<file path="src/rtl/div_signi_seq_if.sv">
// Operand/result bundle for the sequential significand divider.
// Latency: n/a (wiring only).
// Backpressure: o_ready gates i_valid; o_valid is a single-cycle pulse with no ready.
//
// Ports carried:
//   i_valid, i_div_one (2*WIDTH dividend), i_div_two (WIDTH divisor) : requester -> divider
//   o_ready, o_valid, o_quo (2*WIDTH), o_rem (WIDTH), o_div_zero     : divider -> requester
interface div_signi_seq_if #(
  parameter int WIDTH = 24
);
  logic                 i_valid;
  logic [2*WIDTH-1:0]   i_div_one;
  logic [WIDTH-1:0]     i_div_two;
  logic                 o_ready;
  logic                 o_valid;
  logic [2*WIDTH-1:0]   o_quo;
  logic [WIDTH-1:0]     o_rem;
  logic                 o_div_zero;

  modport master (
    output i_valid, i_div_one, i_div_two,
    input  o_ready, o_valid, o_quo, o_rem, o_div_zero
  );

  modport slave (
    input  i_valid, i_div_one, i_div_two,
    output o_ready, o_valid, o_quo, o_rem, o_div_zero
  );
endinterface

</file>
<file path="src/rtl/div_signi_seq.sv">
// Radix-2 restoring divider: 2*WIDTH-bit dividend / WIDTH-bit divisor -> quotient, remainder.
// Latency: o_valid in the cycle after accept edge + 2*WIDTH; divide-by-zero: cycle after accept.
// Backpressure: o_ready only in IDLE, one op in flight; results are not held off (pulse output).
//
// Ports:
//   i_clk   : clock, rising edge
//   i_rst_n : synchronous active-low reset
//   bus     : div_signi_seq_if.slave (handshake, operands, quotient/remainder/div-zero)
module div_signi_seq #(
  parameter int WIDTH = 24
) (
  input  logic                 i_clk,
  input  logic                 i_rst_n,
  div_signi_seq_if.slave       bus
);

  localparam int DW = 2 * WIDTH;
  localparam int CW = $clog2(DW);

  typedef enum logic [1:0] {
    IDLE = 2'd0,
    CALC = 2'd1,
    DONE = 2'd2
  } state_t;

  state_t            state;
  state_t            next_state;

  // Dividend bits shift out of the top while quotient bits fill in from the bottom.
  logic [DW-1:0]     shreg;
  logic [WIDTH-1:0]  dvs;
  logic [WIDTH:0]    rem_p;
  logic [CW-1:0]     cnt;

  logic [WIDTH:0]    r_sh;
  logic              q_bit;
  logic [WIDTH:0]    r_new;
  logic [DW-1:0]     sh_new;
  logic              last;
  logic              accept;
  logic              div_zero_in;

  // One restoring step. The extra partial-remainder bit keeps the compare exact
  // after the shift; the result after subtraction always fits back in WIDTH bits.
  always_comb begin
    r_sh   = {rem_p[WIDTH-1:0], shreg[DW-1]};
    q_bit  = (r_sh >= {1'b0, dvs});
    r_new  = q_bit ? (r_sh - {1'b0, dvs}) : r_sh;
    sh_new = {shreg[DW-2:0], q_bit};
  end

  assign last        = (cnt == CW'(DW - 1));
  assign accept      = (state == IDLE) && bus.i_valid;
  assign div_zero_in = (bus.i_div_two == '0);

  always_ff @(posedge i_clk) begin
    if (!i_rst_n) begin
      state <= IDLE;
    end else begin
      state <= next_state;
    end
  end

  always_comb begin
    next_state  = state;
    bus.o_ready = 1'b0;
    bus.o_valid = 1'b0;
    case (state)
      IDLE: begin
        bus.o_ready = 1'b1;
        if (bus.i_valid) begin
          next_state = div_zero_in ? DONE : CALC;
        end
      end
      CALC: begin
        if (last) begin
          next_state = DONE;
        end
      end
      DONE: begin
        bus.o_valid = 1'b1;
        next_state  = IDLE;
      end
      default: next_state = IDLE;
    endcase
  end

  always_ff @(posedge i_clk) begin
    if (!i_rst_n) begin
      shreg          <= '0;
      dvs            <= '0;
      rem_p          <= '0;
      cnt            <= '0;
      bus.o_quo      <= '0;
      bus.o_rem      <= '0;
      bus.o_div_zero <= 1'b0;
    end else begin
      if (accept) begin
        shreg <= bus.i_div_one;
        dvs   <= bus.i_div_two;
        rem_p <= '0;
        cnt   <= '0;
        // Divide-by-zero skips the iterations; results are produced straight away.
        if (div_zero_in) begin
          bus.o_quo      <= '1;
          bus.o_rem      <= bus.i_div_one[WIDTH-1:0];
          bus.o_div_zero <= 1'b1;
        end
      end else if (state == CALC) begin
        shreg <= sh_new;
        rem_p <= r_new;
        cnt   <= cnt + CW'(1);
        if (last) begin
          bus.o_quo      <= sh_new;
          bus.o_rem      <= r_new[WIDTH-1:0];
          bus.o_div_zero <= 1'b0;
        end
      end
    end
  end

endmodule

</file>
<file path="src/flat_wrapper.sv">
// flat-port wrapper written by rule: the top's interface ports become plain ports
module div_signi_seq_flat 
#(
  parameter int WIDTH = 24
)
  (i_clk, i_rst_n, bus_i_valid, bus_i_div_one, bus_i_div_two, bus_o_ready, bus_o_valid, bus_o_quo, bus_o_rem, bus_o_div_zero);
  div_signi_seq_if #(.WIDTH(WIDTH)) bus_i ();
  input  logic i_clk;
  input  logic i_rst_n;
  input wire logic [$bits(bus_i.i_valid)-1:0] bus_i_valid;
  input wire logic [$bits(bus_i.i_div_one)-1:0] bus_i_div_one;
  input wire logic [$bits(bus_i.i_div_two)-1:0] bus_i_div_two;
  output wire logic [$bits(bus_i.o_ready)-1:0] bus_o_ready;
  output wire logic [$bits(bus_i.o_valid)-1:0] bus_o_valid;
  output wire logic [$bits(bus_i.o_quo)-1:0] bus_o_quo;
  output wire logic [$bits(bus_i.o_rem)-1:0] bus_o_rem;
  output wire logic [$bits(bus_i.o_div_zero)-1:0] bus_o_div_zero;
  assign bus_i.i_valid = bus_i_valid;
  assign bus_i.i_div_one = bus_i_div_one;
  assign bus_i.i_div_two = bus_i_div_two;
  assign bus_o_ready = bus_i.o_ready;
  assign bus_o_valid = bus_i.o_valid;
  assign bus_o_quo = bus_i.o_quo;
  assign bus_o_rem = bus_i.o_rem;
  assign bus_o_div_zero = bus_i.o_div_zero;
  div_signi_seq #(.WIDTH(WIDTH)) u_core (.i_clk(i_clk), .i_rst_n(i_rst_n), .bus(bus_i));
endmodule
</file>
<file path="config.mk">
export PLATFORM = sky130hd
export DESIGN_NAME = div_signi_seq_flat
export DESIGN_NICKNAME = d
export VERILOG_FILES = /design/src/rtl/div_signi_seq_if.sv /design/src/rtl/div_signi_seq.sv /design/src/flat_wrapper.sv
export SDC_FILE = /design/constraint.sdc
export NUM_CORES = 1
export LEC_CHECK = 0
export ABC_CLOCK_PERIOD_IN_PS = 3200
export CAP_MARGIN = 10
export CORE_UTILIZATION = 49
export CTS_CLUSTER_DIAMETER = 50
export DETAILED_ROUTE_END_ITERATION = 7
export DONT_BUFFER_PORTS = 1
export PLACE_DENSITY_LB_ADDON = 0.3
export SYNTH_ARGS = -nofsm -noshare
export SYNTH_HDL_FRONTEND = slang
export SYNTH_SLANG_ARGS = --single-unit
</file>
<file path="constraint.sdc">
create_clock -name i_clk -period 3.2 [get_ports i_clk]
set_input_delay 0.48 -clock i_clk [delete_from_list [all_inputs] [get_ports i_clk]]
set_output_delay 0.48 -clock i_clk [all_outputs]
set_load 0.05 [all_outputs]
</file>
# Word-level counts from Yosys, hierarchy flattened
# Index checks and enable logic that the tools add are counted.
# word_totals
latchBits	0
inputBits	75
ram_bits	0
mem_bits_ro	0
register_bits	177
n_memories	0
# op_classes
bitwise_logic	1
shift	0
n_reduce_logical	8
addsub	2
eq_ne	6
n_mux	21
div	0
n_lt_le_gt_ge	1
multipliers	0
# op_table
cell	count
2-to-1 mux 48 bit	6
2-to-1 mux 24 bit	5
greater-or-equal comparator 25 x 24 -> 1 bit	1
logical NOT 24 bit	1
subtractor 24 bit	1
adder 6 x 1 -> 6 bit (second input constant)	1
equality test 6 bit (second input constant)	1
2-to-1 mux 1 bit	6
2-to-1 mux 2 bit	3
!= test 2 bit (second input constant)	2
one-hot mux 2 bit (2 select lines)	1
nonzero test 2 bit	2
AND reduction 3 bit	1
equality test 2 x 1 -> 1 bit (second input constant)	1
equality test 2 bit (second input constant)	1
logical NOT 2 bit	1
!= test 2 x 1 -> 1 bit (second input constant)	1
AND reduction 2 bit	1
OR reduction 2 bit	1
logical AND 1 bit	1
NOT 1 bit	1

# Longest topological paths before layout
# logic_depth
depth_word	5
depth_mapped	12

# Worst setup path after synthesis
# No wires, ideal clock.
# synth_path
path_type	register -> register
start	reg u_core.shreg[47]
end	reg u_core.bus.o_rem[20]
slack_ns	0.534
t_arrival_ns	2.544
synth_period_minus_slack_ns	2.666
setup_time_ns	0.122
stages_incl_launch_ff	13
t_required_ns	3.078
n_path_buf	0
cell_sequence	dfxtp_1 > inv_1 > ha_1 > inv_1 > fa_1 > a211o_1 > a221o_1 > a221oi_2 > o211a_1 > nor3_1 > xor2_1 > a211oi_1 > o21ai_1
# synth_via
elab_chain_cells	5
word_cells_on_any_way	6
classes_between	1 x add/sub; 1 x order compare; 4 x mux
# synth_lines
item	line_no	rtl
start: declaration	div_signi_seq.sv:30	logic [DW-1:0] shreg;
start signal: assignment	div_signi_seq.sv:99	shreg <= bus.i_div_one;
start signal: assignment	div_signi_seq.sv:110	shreg <= sh_new;
subtractor 24 bit or greater-or-equal comparator 25 x 24 -> 1 bit (tied branches)	div_signi_seq.sv:48, div_signi_seq.sv:47	
2-to-1 mux 24 bit *	div_signi_seq.sv:48	r_new = q_bit ? (r_sh - {1'b0, dvs}) : r_sh;
2-to-1 mux 24 bit *	div_signi_seq.sv:113	if (last) begin
2-to-1 mux 24 bit *	div_signi_seq.sv:109	end else if (state == CALC) begin
2-to-1 mux 24 bit *	div_signi_seq.sv:98	if (accept) begin
end signal: assignment	div_signi_seq.sv:106	bus.o_rem <= bus.i_div_one[WIDTH-1:0];
end signal: assignment	div_signi_seq.sv:115	bus.o_rem <= r_new[WIDTH-1:0];
end: declaration	div_signi_seq_if.sv:27	output o_ready, o_valid, o_quo, o_rem, o_div_zero
# Every way passes the cells marked *; elsewhere a longest branch is shown, timed or not. The select of a mux whose other input is x is not followed.
# A chain may end at the register's enable or synchronous reset.

# Worst setup path in the final report
# Ends and elaborated chain as after synthesis.

==> results.md <==
* Reg2Reg Setup Slack at 0.31 ns
* HP Class: input port to register
* Remaining DRCs at 0
* Critical Path Start Type: register
* Crit path launch: u_core.shreg[47]$_SDFFE_PN0P_
* Cell count after synthesis at 1025
* Adder-cell share of the synthesized area at 0.0394
* Synthesized area per cell at 8.24 µm²
* Max-slew violations at 0
* WP data arrival at 3.20 ns
* Detailed router's first-iteration violation count at 549
* Min Tclk post-route at 2.89 ns
* Met1 WL at 10500 µm
* Peak supply drop at 0.000415 V
* H-tree depth at 4
* Clock Pin Slew Worst Setup and Hold Paths at 0.07 ns
* R2R Path Start: u_core.shreg[47]$_SDFFE_PN0P_
* Post-detailed-route count of antenna-violating nets at 0
* Simple-gate share of the synthesized area at 0.184
* Total Wirelength at 21800 µm
* Hold Crit Start: bus_i_div_two[15]
* Largest cells by area after synthesis: dfxtp_1 42%, nand2_1 6.0%, a21boi_0 5.2%
* Initial antenna violation count at 0
* Commonest cells after routing, fill and taps aside: 177 x dfxtp_1, 133 x nand2_1, 95 x nor2_1
* Dominant synthesized flop cell: dfxtp_1
* WL/cell at 17.9 µm
* Final period utilization at 0.903
* Yosys reg bits at 177
* Setup ws final at 0.311 ns
* Total GRT Usage at 0.242
* Largest net degree at the start of global routing at 147
* Post-synthesis mux area share at 0.0239
* Global-route wire length before repair at 34200 µm
* Synth Area in XOR/XNOR at 0.0239
* Vias in the first global route at 6277
* Final setup skew at 0.00935 ns
* Top Layer Used: met4
* TritonCTS clock tree: yes
* Grt total ovfl at 0
* Syn nets at 1126
* Post-synthesis compound-gate area fraction at 0.260
* Antenna diode count at 0
* Post-cts hold buffer count at 0
* Status: complete, no violations
* Unrepaired setup endpoints after global routing: no
* YS warnings at 0
* Die area at 17800 µm²
* Largest family of logic cells by synthesized area: compound AO/OA/AOI/OAI gates
* Initial Utilization at 0.506
* Post-Layout Cell Count at 1216
* # resized after CTS at 0
* P per Cell Area at 651 nW/µm²
* Met2 routed WL at 9640 µm
* Worst EP required at 3.51 ns
* Worst-skew pair later-pin latency at 0.43 ns
* Final setup vio count at 0
* Critical path class: register to register
* Yosys cell types at 64
* Worst slew margin at 0.261
* Post-DP Area at 8560 µm²
* Maximum fanout along the worst path at 3
* Mapped Area at 8440 µm²
* Worst Hold End: u_core.dvs[15]$_SDFFE_PN0P_
* Detail Placement HPWL at 14900 µm
* Most common cell after layout, fill and taps aside: dfxtp_1
* Core ar. at 16700 µm²
* Area leader, netlist: dfxtp_1
* Die X at 133 µm
* Layout area overhead at 8.52%
* Die Y at 133 µm
* Pre-antenna DRT Iters at 7
* Max_cap viols at 0
* Vias at 7067
* Total CTS buffers at 17
* Post-CTS setup buffer count at 0
* Crit end category: register
* Async set-reset flop share out of synthesis at 0
* Vias per inst at 5.81
* Fmax at 346 MHz
* Lkg Pwr at 3.42 nW
* Clock root buffer: clkbuf_16
* Post-synth EDFFs at 0
* Fin util at 0.549
* Post-route cell area at 9160 µm²
* CTS Sinks at 177
* Depth of the most critical reg-to-reg path at 12
* FP Rows at 47
* Worst-margin pin slew at 1.11 ns
* Fin. Hold Viols at 0
* I/O Buffers at 0
* Sequential area share after synthesis at 0.420
* Layout cells sized above 1 at 0.0643
* Routed wl met3 at 1430 µm
* Nets at 1084
* Post-place setup slack at 0.305 ns
* Clock buffer depth at 2
* Reg-to-reg endpoint: u_core.bus.o_rem[20]$_SDFFE_PN0P_
* Final GP Congestion at 0.907
* Hold path cells at 2
* Final TNS setup at 0 ns
* Placed insts at 1184
* Ports at 150
* Top-area cell type share of the netlist area at 0.420
Yosys cell counts (5+ instances only):
cell type  number
xor2_1         12
o21a_1          5
dfxtp_1       177
o21ai_1         6
clkbuf_1       60
nor4_1          7
xnor2_1        11
nand4_1         6
and3_1          8
buf_1           7
o21ai_0        73
o211ai_1        9
nand2_1       134
a21o_1          7
inv_1          33
a31o_1         10
a21boi_0       59
nand3_1         9
nor3_1         54
nor2_1         97
a31oi_1         7
a22oi_1        43
or3_1           7
a21oi_1        58
a211oi_1       23
ha_1           25
mux2i_1        19
nor2b_1         6
flip-flops by register name, summed over array words and instances (netlist names):
| name | flops |
|---|---|
| u_core.bus.o_rem | 24 |
| u_core.dvs | 24 |
| u_core.cnt | 6 |
| u_core.rem_p | 24 |
| u_core.state | 2 |
| u_core.bus.o_div_zero | 1 |
| u_core.shreg | 48 |
| u_core.bus.o_quo | 48 |
layer usage:
metal	GRT usage	vias to the layer above
met5	0	-
met4	0.0638	0
met3	0.0533	13
met2	0.362	217
met1	0.348	3281
li1	-	3556
area by class of cell:
class	count	area [µm²]
fillers	1606	7540
multi-input cells	741	4510
flip-flops and latches	177	3540
clock buffers	20	447
well taps	220	275
clock inverters	12	158
inverters	34	128
repair buffers	12	103
cell families after synthesis:
kind of cell,count (synthesis)
AOI/OAI and AO/OA,327
muxes,20
adders and majority gates,26
DFF,177
xor gates and xnor gates,23
and+or+nand+nor,345
buffers and inverters,107
per-stage QoR:
step,hold WS [ns],power [mW]
floorplan,0.441,3.57
global placement,0.449,3.84
detailed placement,0.457,3.85
CTS,0.180,5.98
global route,0.180,6.24
finish,0.195,5.97
how the worst max path moves through the flow:
stage,endpoint,slack [ns],depth (start not counted)
floorplan,u_core.bus.o_rem[20]$_SDFFE_PN0P_,0.53,12
global placement,u_core.bus.o_rem[20]$_SDFFE_PN0P_,0.36,12
CTS,u_core.bus.o_rem[20]$_SDFFE_PN0P_,0.29,12
finish,u_core.bus.o_rem[20]$_SDFFE_PN0P_,0.31,12
global route,u_core.bus.o_rem[20]$_SDFFE_PN0P_,0.12,12
detailed placement,u_core.bus.o_rem[20]$_SDFFE_PN0P_,0.30,12
worst max-delay path, stage by stage, from the launching register on:
cell and delay, ns:
dfxtp_1 0.31, inv_1 0.07, ha_1 0.16, inv_1 0.05
fa_1 0.41, a211o_1 0.31, a221o_1 0.35, a221oi_2 0.35
o211a_1 0.23, nor3_1 0.07, xor2_1 0.16, a211oi_1 0.21
o21ai_1 0.10
power by group:
group          switching, mW  internal, mW
combinational          0.852         0.582
clock                  0.895          1.25
sequential            0.0809          2.31
No activity file was read; power rests on OpenSTA's default activity.
